File: config.mk
export PLATFORM = sky130hd
export DESIGN_NAME = cart_bus_ctrl_flat
export DESIGN_NICKNAME = d
export VERILOG_FILES = /design/src/rtl/cart_bus_ctrl_if.sv /design/src/rtl/cart_bus_ctrl.sv /design/src/flat_wrapper.sv
export SDC_FILE = /design/constraint.sdc
export NUM_CORES = 1
export LEC_CHECK = 0
export ABC_AREA = 1
export CAP_MARGIN = 20
export CORE_MARGIN = 5
export CORE_UTILIZATION = 44
export CTS_BUF_LIST = sky130_fd_sc_hd__clkbuf_2 sky130_fd_sc_hd__clkbuf_4 sky130_fd_sc_hd__clkbuf_8
export DETAILED_ROUTE_END_ITERATION = 7
export PLACE_DENSITY_LB_ADDON = 0.12
export SYNTH_ARGS = -nofsm -noshare
export SYNTH_HDL_FRONTEND = slang
export SYNTH_SLANG_ARGS = --single-unit
File: constraint.sdc
create_clock -name clk_8m -period 1.88 [get_ports clk_8m]
set_clock_uncertainty 0.15 [all_clocks]
set_input_delay 0.376 -clock clk_8m [delete_from_list [all_inputs] [get_ports clk_8m]]
set_output_delay 0.376 -clock clk_8m [all_outputs]
set_load 0.02 [all_outputs]
File: src/rtl/cart_bus_ctrl_if.sv
// Request-side bus between the CPU memory arbiter (master) and the cartridge bus controller (slave).
// The arbiter raises req_rd/req_wr with addr/din; the controller answers with dout, a one-cycle ack and busy.
interface cart_bus_ctrl_if #(
    parameter int AW = 16,
    parameter int DW = 8
);
    logic          req_rd;
    logic          req_wr;
    logic [AW-1:0] addr;
    logic [DW-1:0] din;
    logic [DW-1:0] dout;
    logic          ack;
    logic          busy;

    modport master (
        output req_rd, req_wr, addr, din,
        input  dout, ack, busy
    );

    modport slave (
        input  req_rd, req_wr, addr, din,
        output dout, ack, busy
    );
endinterface

File: src/rtl/cart_bus_ctrl.sv
// Game Boy cartridge bus controller: one /CS-framed read or write per request, plus cart PHI clock.
// Latency: /CS low T_SETUP+T_STROBE+T_HOLD cycles after accept, ack in the following cycle.
// Backpressure: requests are sampled only in IDLE; busy flags an occupied bus. CART_CLK_SYNC_EN aligns PHI to accepts.
module cart_bus_ctrl #(
    parameter int AW          = 16,
    parameter int DW          = 8,
    parameter int T_SETUP     = 1,
    parameter int T_STROBE    = 2,
    parameter int T_HOLD      = 1,
    parameter int CLKDIV_LOG2 = 3
) (
    input  logic          clk_8m,
    input  logic          rst,
    cart_bus_ctrl_if.slave bus,
    output logic [AW-1:0] cart_a,
    input  logic [DW-1:0] cart_d_in,
    output logic [DW-1:0] cart_d_out,
    output logic          cart_ncs,
    output logic          cart_nrd,
    output logic          cart_nwr,
    output logic          cart_clk,
    output logic          cart_busdir
);
    localparam int T_SS  = (T_SETUP > T_STROBE) ? T_SETUP : T_STROBE;
    localparam int T_MAX = (T_SS > T_HOLD) ? T_SS : T_HOLD;
    localparam int CW    = $clog2(T_MAX + 1);

    // Counter reloads are phase length minus one: the reload edge itself starts the first cycle.
    localparam logic [CW-1:0] C_SETUP  = CW'(T_SETUP - 1);
    localparam logic [CW-1:0] C_STROBE = CW'(T_STROBE - 1);
    localparam logic [CW-1:0] C_HOLD   = CW'(T_HOLD - 1);

    typedef enum logic [1:0] {IDLE, SETUP, STROBE, HOLD} state_t;

    state_t                 state;
    logic [CW-1:0]          cnt;
    logic                   is_rd;
    logic [CLKDIV_LOG2-1:0] div;
    logic [DW-1:0]          dout_q;
    logic                   ack_q;

    always_ff @(posedge clk_8m) begin
        if (rst) begin
            state      <= IDLE;
            cnt        <= '0;
            is_rd      <= 1'b0;
            div        <= '0;
            dout_q     <= '1;
            ack_q      <= 1'b0;
            cart_a     <= '0;
            cart_d_out <= '0;
            cart_ncs   <= 1'b1;
            cart_nrd   <= 1'b1;
            cart_nwr   <= 1'b1;
        end else begin
            ack_q <= 1'b0;
            div   <= div + 1'b1;
            case (state)
                IDLE: begin
                    if (bus.req_rd || bus.req_wr) begin
                        state    <= SETUP;
                        cnt      <= C_SETUP;
                        cart_a   <= bus.addr;
                        cart_ncs <= 1'b0;
                        is_rd    <= bus.req_rd;
                        // A simultaneous write request is dropped in favour of the read.
                        if (bus.req_rd) begin
                            cart_nrd <= 1'b0;
                        end else begin
                            cart_d_out <= bus.din;
                        end
`ifdef CART_CLK_SYNC_EN
                        div <= '0;
`endif
                    end
                end
                SETUP: begin
                    if (cnt == '0) begin
                        state    <= STROBE;
                        cnt      <= C_STROBE;
                        cart_nwr <= is_rd;
                    end else begin
                        cnt <= cnt - 1'b1;
                    end
                end
                STROBE: begin
                    if (cnt == '0) begin
                        state    <= HOLD;
                        cnt      <= C_HOLD;
                        cart_nwr <= 1'b1;
                        if (is_rd) begin
                            dout_q <= cart_d_in;
                        end
                    end else begin
                        cnt <= cnt - 1'b1;
                    end
                end
                HOLD: begin
                    if (cnt == '0) begin
                        state    <= IDLE;
                        cart_ncs <= 1'b1;
                        cart_nrd <= 1'b1;
                        ack_q    <= 1'b1;
                    end else begin
                        cnt <= cnt - 1'b1;
                    end
                end
                default: state <= IDLE;
            endcase
        end
    end

    assign bus.dout    = dout_q;
    assign bus.ack     = ack_q;
    assign bus.busy    = (state != IDLE) || bus.req_rd || bus.req_wr;
    assign cart_clk    = div[CLKDIV_LOG2-1];
    assign cart_busdir = ~cart_nrd;
endmodule

File: src/flat_wrapper.sv
// flat-port wrapper written by rule: the top's interface ports become plain ports
module cart_bus_ctrl_flat 
#(
    parameter int AW          = 16,
    parameter int DW          = 8,
    parameter int T_SETUP     = 1,
    parameter int T_STROBE    = 2,
    parameter int T_HOLD      = 1,
    parameter int CLKDIV_LOG2 = 3
)
  (clk_8m, rst, cart_a, cart_d_in, cart_d_out, cart_ncs, cart_nrd, cart_nwr, cart_clk, cart_busdir, bus_req_rd, bus_req_wr, bus_addr, bus_din, bus_dout, bus_ack, bus_busy);
  cart_bus_ctrl_if #(.AW(AW), .DW(DW)) bus_i ();
  input  logic clk_8m;
  input  logic rst;
  output logic [AW-1:0] cart_a;
  input  logic [DW-1:0] cart_d_in;
  output logic [DW-1:0] cart_d_out;
  output logic cart_ncs;
  output logic cart_nrd;
  output logic cart_nwr;
  output logic cart_clk;
  output logic cart_busdir;
  input wire logic [$bits(bus_i.req_rd)-1:0] bus_req_rd;
  input wire logic [$bits(bus_i.req_wr)-1:0] bus_req_wr;
  input wire logic [$bits(bus_i.addr)-1:0] bus_addr;
  input wire logic [$bits(bus_i.din)-1:0] bus_din;
  output wire logic [$bits(bus_i.dout)-1:0] bus_dout;
  output wire logic [$bits(bus_i.ack)-1:0] bus_ack;
  output wire logic [$bits(bus_i.busy)-1:0] bus_busy;
  assign bus_i.req_rd = bus_req_rd;
  assign bus_i.req_wr = bus_req_wr;
  assign bus_i.addr = bus_addr;
  assign bus_i.din = bus_din;
  assign bus_dout = bus_i.dout;
  assign bus_ack = bus_i.ack;
  assign bus_busy = bus_i.busy;
  cart_bus_ctrl #(.AW(AW), .DW(DW), .T_SETUP(T_SETUP), .T_STROBE(T_STROBE), .T_HOLD(T_HOLD), .CLKDIV_LOG2(CLKDIV_LOG2)) u_core (.clk_8m(clk_8m), .rst(rst), .bus(bus_i), .cart_a(cart_a), .cart_d_in(cart_d_in), .cart_d_out(cart_d_out), .cart_ncs(cart_ncs), .cart_nrd(cart_nrd), .cart_nwr(cart_nwr), .cart_clk(cart_clk), .cart_busdir(cart_busdir));
endmodule
Yosys cells after proc, flatten, opt, wreduce, memory -nomap -nowiden
Cells that the tools add are included.
- magnitude comparators: 0
- $add $sub $neg: 2
- divide/modulo/power cells: 0
- shift-type cells: 0
- equality and inequality tests: 9
- reduce and logical (&&, ||, !) cells: 17
- mux-type cells: 19
- $mul: 0
- bitwise operators: 3
- operator list (kind ; count):
    2-to-1 mux 2 bit ; 8
    one-hot mux 2 bit (4 select lines) ; 2
    AND reduction 3 bit ; 4
    inequality test 2 x 1 -> 1 bit, second input constant ; 4
    AND reduction 4 bit ; 2
    2-to-1 mux 1 bit ; 6
    one-hot mux 1 bit (2 select lines) ; 3
    nonzero test 2 bit ; 3
    == test 2 bit, second input constant ; 2
    logical NOT 2 bit ; 2
    inequality test 2 bit, second input constant ; 2
    AND reduction 2 bit ; 2
    adder 3 x 1 -> 3 bit, second input constant ; 1
    logical OR 1 bit ; 3
    NOT 1 bit ; 3
    == test 2 x 1 -> 1 bit, second input constant ; 1
    OR reduction 2 bit ; 1
    subtractor 2 x 1 -> 2 bit, second input constant ; 1
- memory bits (read-only): 0
- register bits after elaboration: 44
- RAM bits: 0
- word-level logic and storage cells: 61
- memories: 0
- latch bits: 0

Depth between registers and ports, before layout
- depth after elaboration: 3
- depth in mapped cells: 8
- depth with buffers taken out: 8

Worst setup path before layout
OpenSTA, ideal clock, no wires.
- path kind: reg2reg
- start: register u_core.state[0]
- end: register u_core.cart_a[10]
- arrival: 1208 ps
- buffers on the path: 1
- stages on the path, launching flop included: 8
- library setup time: 114 ps
- data required time: 1616 ps
- setup slack: 408 ps
- clock period less this slack: 1472 ps
- path through: dfxtp_1 -> inv_1 -> ha_1 -> o21ai_4 -> inv_4 -> buf_12 -> nor2_2 -> nor2_2
- cells in the longest elaborated chain, start to end: 2
- RTL lines (element ; RTL line ; source):
    start: declaration ; cart_bus_ctrl.sv:35 ; state_t state;
    start signal: assignment ; cart_bus_ctrl.sv:44 ; state <= IDLE;
    start signal: assignment ; cart_bus_ctrl.sv:61 ; state <= SETUP;
    start signal: assignment ; cart_bus_ctrl.sv:79 ; state <= STROBE;
    logical NOT 2 bit ; cart_bus_ctrl.sv:58 ; case (state)
    AND reduction 2 bit (no source line) ; n/a ;
    end signal: assignment ; cart_bus_ctrl.sv:63 ; cart_a <= bus.addr;
    end: declaration ; cart_bus_ctrl.sv:15 ; output logic [AW-1:0] cart_a,
No other way between the ends.
A chain may end at the register's enable or synchronous reset.

Worst setup path after layout
- start: register u_core.cart_a[13]
- end: output port cart_a[13]
- RTL lines (element ; RTL line ; source):
    end: declaration ; flat_wrapper.sv:15 ; output logic [AW-1:0] cart_a;
No word-level cell between the ends.

==> run_results.csv <==
group,metric,value,unit
timing,drv_slew,0,
worst_setup_path,slowest_stage,"clkdlybuf4s50_1",
worst_setup_path,setup.worst_path.end,"cart_a[13]",
worst_setup_path,cp-end-kind,"output pin",
clock_tree,cts-root-buf,"clkbuf_8",
clock_tree,cts_tree,"built",
cells_and_area,area_growth,53.87,%
yosys,synth_ff_type,"dfxtp_1",
timing,finalCritPeriodShare,95.78,%
yosys,synth.avg_cell_area,8.008,µm²
global_routing,grt_pass1_vias,1487,
clock_tree,clk_pin_slew,0.08,ns
floorplanning,core,4029,µm²
worst_setup_path,crit_required,1.35,ns
yosys,yosysUniqueCellTypes,25,
timing,finalSetupViolations,0,
worst_setup_path,r2r_start,"u_core.state[1]",
job,maxCapViolations,0,
worst_setup_path,cpPeakStageDelay,0.62,ns
pwr,p_per_area,1390,nW/µm²
yosys,synth-seq-cells,44,
timing,rsz0062_at_grt,"no",
yosys,netlist_instances,230,
yosys,syn_nets,277,
placement,port_buffers,74,
floorplanning,die_x,74.70,µm
clock_tree,cts.sinks,44,
worst_setup_path,path_class,"reg -> out",
placement,dp_cells,362,
yosys,syn-cell-area,1842,µm²
worst_setup_path,crit_cells,1,
detailed_routing,via_count,1696,
floorplanning,dieArea,5580,µm²
floorplanning,die_h,74.70,µm
yosys,synthArstFlopShare,0,%
worst_setup_path,cp.buffers_inverters,1,
cells_and_area,diodes,0,
timing,finalHoldViolCount,0,
clock_tree,cts_max_level,2,
placement,place_area,2728,µm²
global_routing,antenna_found_initial,0,
detailed_routing,drt.antenna.violating_nets,0,
global_routing,track_usage,15.83,%
timing,worstMarginPinSlew,0.2596,ns
yosys,yosysWarningCount,0,
worst_setup_path,start_kind,"flip-flop",
clock_tree,clock_latency,0.29,ns
worst_setup_path,cp_data_arrival_time,1.27,ns
cells_and_area,instances_no_fill,370,
placement,gp_congestion,0.8254,
detailed_routing,drt-wirelength-per-cell,11.44,µm
floorplanning,initial_core_util,45.71,%
timing,worst_slack,0.07925,ns
timing,relSlewSlack,82.51,%
floorplanning,rows,23,
detailed_routing,wl,4234,µm
worst_setup_path,rr_worst_depth,8,
clock_tree,cts_buffers,5,
global_routing,grt_max_degree,20,
worst_setup_path,r2r-end,"u_core.state[1]",
placement,dp_hpwl,3199,µm
cells_and_area,fin_nets,366,
pwr,p_leak,1.262,nW
timing,post-route-min-period,1.801,ns
cells_and_area,final_area,2834,µm²
worst_setup_path,startpoint,"u_core.cart_a[13]",
global_routing,grt_pass1_wl,6686,µm
timing,max_clock_freq,555.3,MHz
placement,place_ws,-0.2615,ns
pwr,peakVddDrop,0.0006685,V
worst_setup_path,worstPathCellList,"clkdlybuf4s50_1",
timing,hold_slack,0.2844,ns
detailed_routing,firstDrtPassIters,4,
detailed_routing,initialDrtViolationCount,75,
global_routing,grt_overflow,0,
clock_tree,clk_path_buf_depth,2,
cells_and_area,drive_gt1_share,13.44,%
detailed_routing,routed_via_density,4.584,
worst_setup_path,critPathTopFamily,"buffers and inverters",
detailed_routing,post-route-drc-count,0,
clock_tree,postCtsSetupBuffers,0,
yosys,yosysSeqAreaShare,47.83,%
worst_setup_path,rrSetupSlack,0.28,ns
yosys,synth_edf_count,0,
worst_setup_path,critPathMaxFanout,2,
floorplanning,io_pins,75,
worst_hold_path,hold_class,"reg -> reg",
outcome,outcome,"complete, no violations",
-- cell usage after synthesis, types with 2 or more instances --
cell,instances,share of area [%]
inv_2,2,0.41
nor2_4,2,1.2
nor2_2,11,3.7
o21ai_1,3,0.81
nor2_1,60,12
a21oi_1,3,0.81
buf_2,3,0.81
dfxtp_1,44,48
ha_1,11,7.5
nand3_1,13,3.5
o21ai_0,25,6.8
inv_1,15,3.1
nand2_1,26,5.3
-- cells by family after synthesis --
group           count (synthesis)  synth area share [%]
simple gates                  117                 28.13
compound gates                 33                 9.715
xor+xnor                        1                0.4756
flops                          44                 47.83
fa+ha+maj                      11                 7.473
buf+inv                        24                 6.386
-- timing repair --
action / CTS / global route
resized for setup: 2 / 1
endpoints found under the setup margin: 1 / 1
hold buffers: 0 / 0
cloned: 0 / 0
hold endpoints to repair: 0 / 0
-- layout make-up --
cell class	count	area [µm²]
fill	332	1195
sequential	44	880.8
timing repair buffer	88	865.8
multi-input combinational	162	843.3
clock buffer	6	76.32
inverter	18	70.07
tap	50	62.56
clock inverter	2	35.03
-- per-layer routing --
metal,track usage (%),wire [µm]
met1,19.39,1827
met2,24.39,1872
met3,7.744,497
met4,5.336,37
met5,0,0
-- cell usage in the layout, fill, tap and decap left out, types with 2 or more instances in the layout --
| master | synthesis | routed |
|---|---|---|
| clkdlybuf4s50_1 | 0 | 73 |
| nor2_1 | 60 | 60 |
| dfxtp_1 | 44 | 44 |
| nand2_1 | 26 | 26 |
| o21ai_0 | 25 | 25 |
| inv_1 | 15 | 15 |
| nand3_1 | 13 | 13 |
| buf_4 | 1 | 12 |
| nor2_2 | 11 | 11 |
| ha_1 | 11 | 11 |
| clkbuf_8 | 0 | 5 |
| a21oi_1 | 3 | 3 |
| o21ai_1 | 3 | 3 |
| nor2_4 | 2 | 2 |
| inv_2 | 2 | 2 |
| buf_12 | 1 | 2 |
-- state kept, by name, summed over array words and instances (netlist names) --
name               flops
u_core.bus.ack         1
u_core.bus.dout        8
u_core.cart_a         16
u_core.cart_d_out      8
u_core.cart_ncs        1
u_core.cart_nrd        1
u_core.cart_nwr        1
u_core.cnt             2
u_core.div             3
u_core.is_rd           1
u_core.state           2
-- power by group --
part | switching [mW] | total [mW] | internal (mW)
registers | 0.143 | 1.34 | 1.19
clock network | 0.308 | 0.716 | 0.409
logic | 1.01 | 1.89 | 0.870
-- worst min-delay path by stage --
stage / startpoint / endpoint / slack (ns) / cells past startpoint
global placement: u_core.div[0] / u_core.div[0] / 0.26 / 1
detailed placement: u_core.div[0] / u_core.div[0] / 0.27 / 1
CTS: u_core.div[0] / u_core.div[0] / 0.29 / 1
global route: u_core.div[0] / u_core.div[0] / 0.30 / 1
finish: u_core.div[0] / u_core.div[0] / 0.28 / 1
floorplan: u_core.div[0] / u_core.div[0] / 0.25 / 1
-- stage by stage --
stage | util, % | power (mW) | setup TNS [ns]
2_1_floorplan | - | 2.458 | 0
3_3_place_gp | 67.70 | 3.230 | -0.2561
3_5_place_dp | 67.70 | 3.256 | -0.2615
4_1_cts | 70.47 | 3.990 | 0
5_1_grt | 70.34 | 4.236 | 0
6_report | 70.34 | 3.939 | 0
Note: power is estimated with default switching activity, not from simulation.
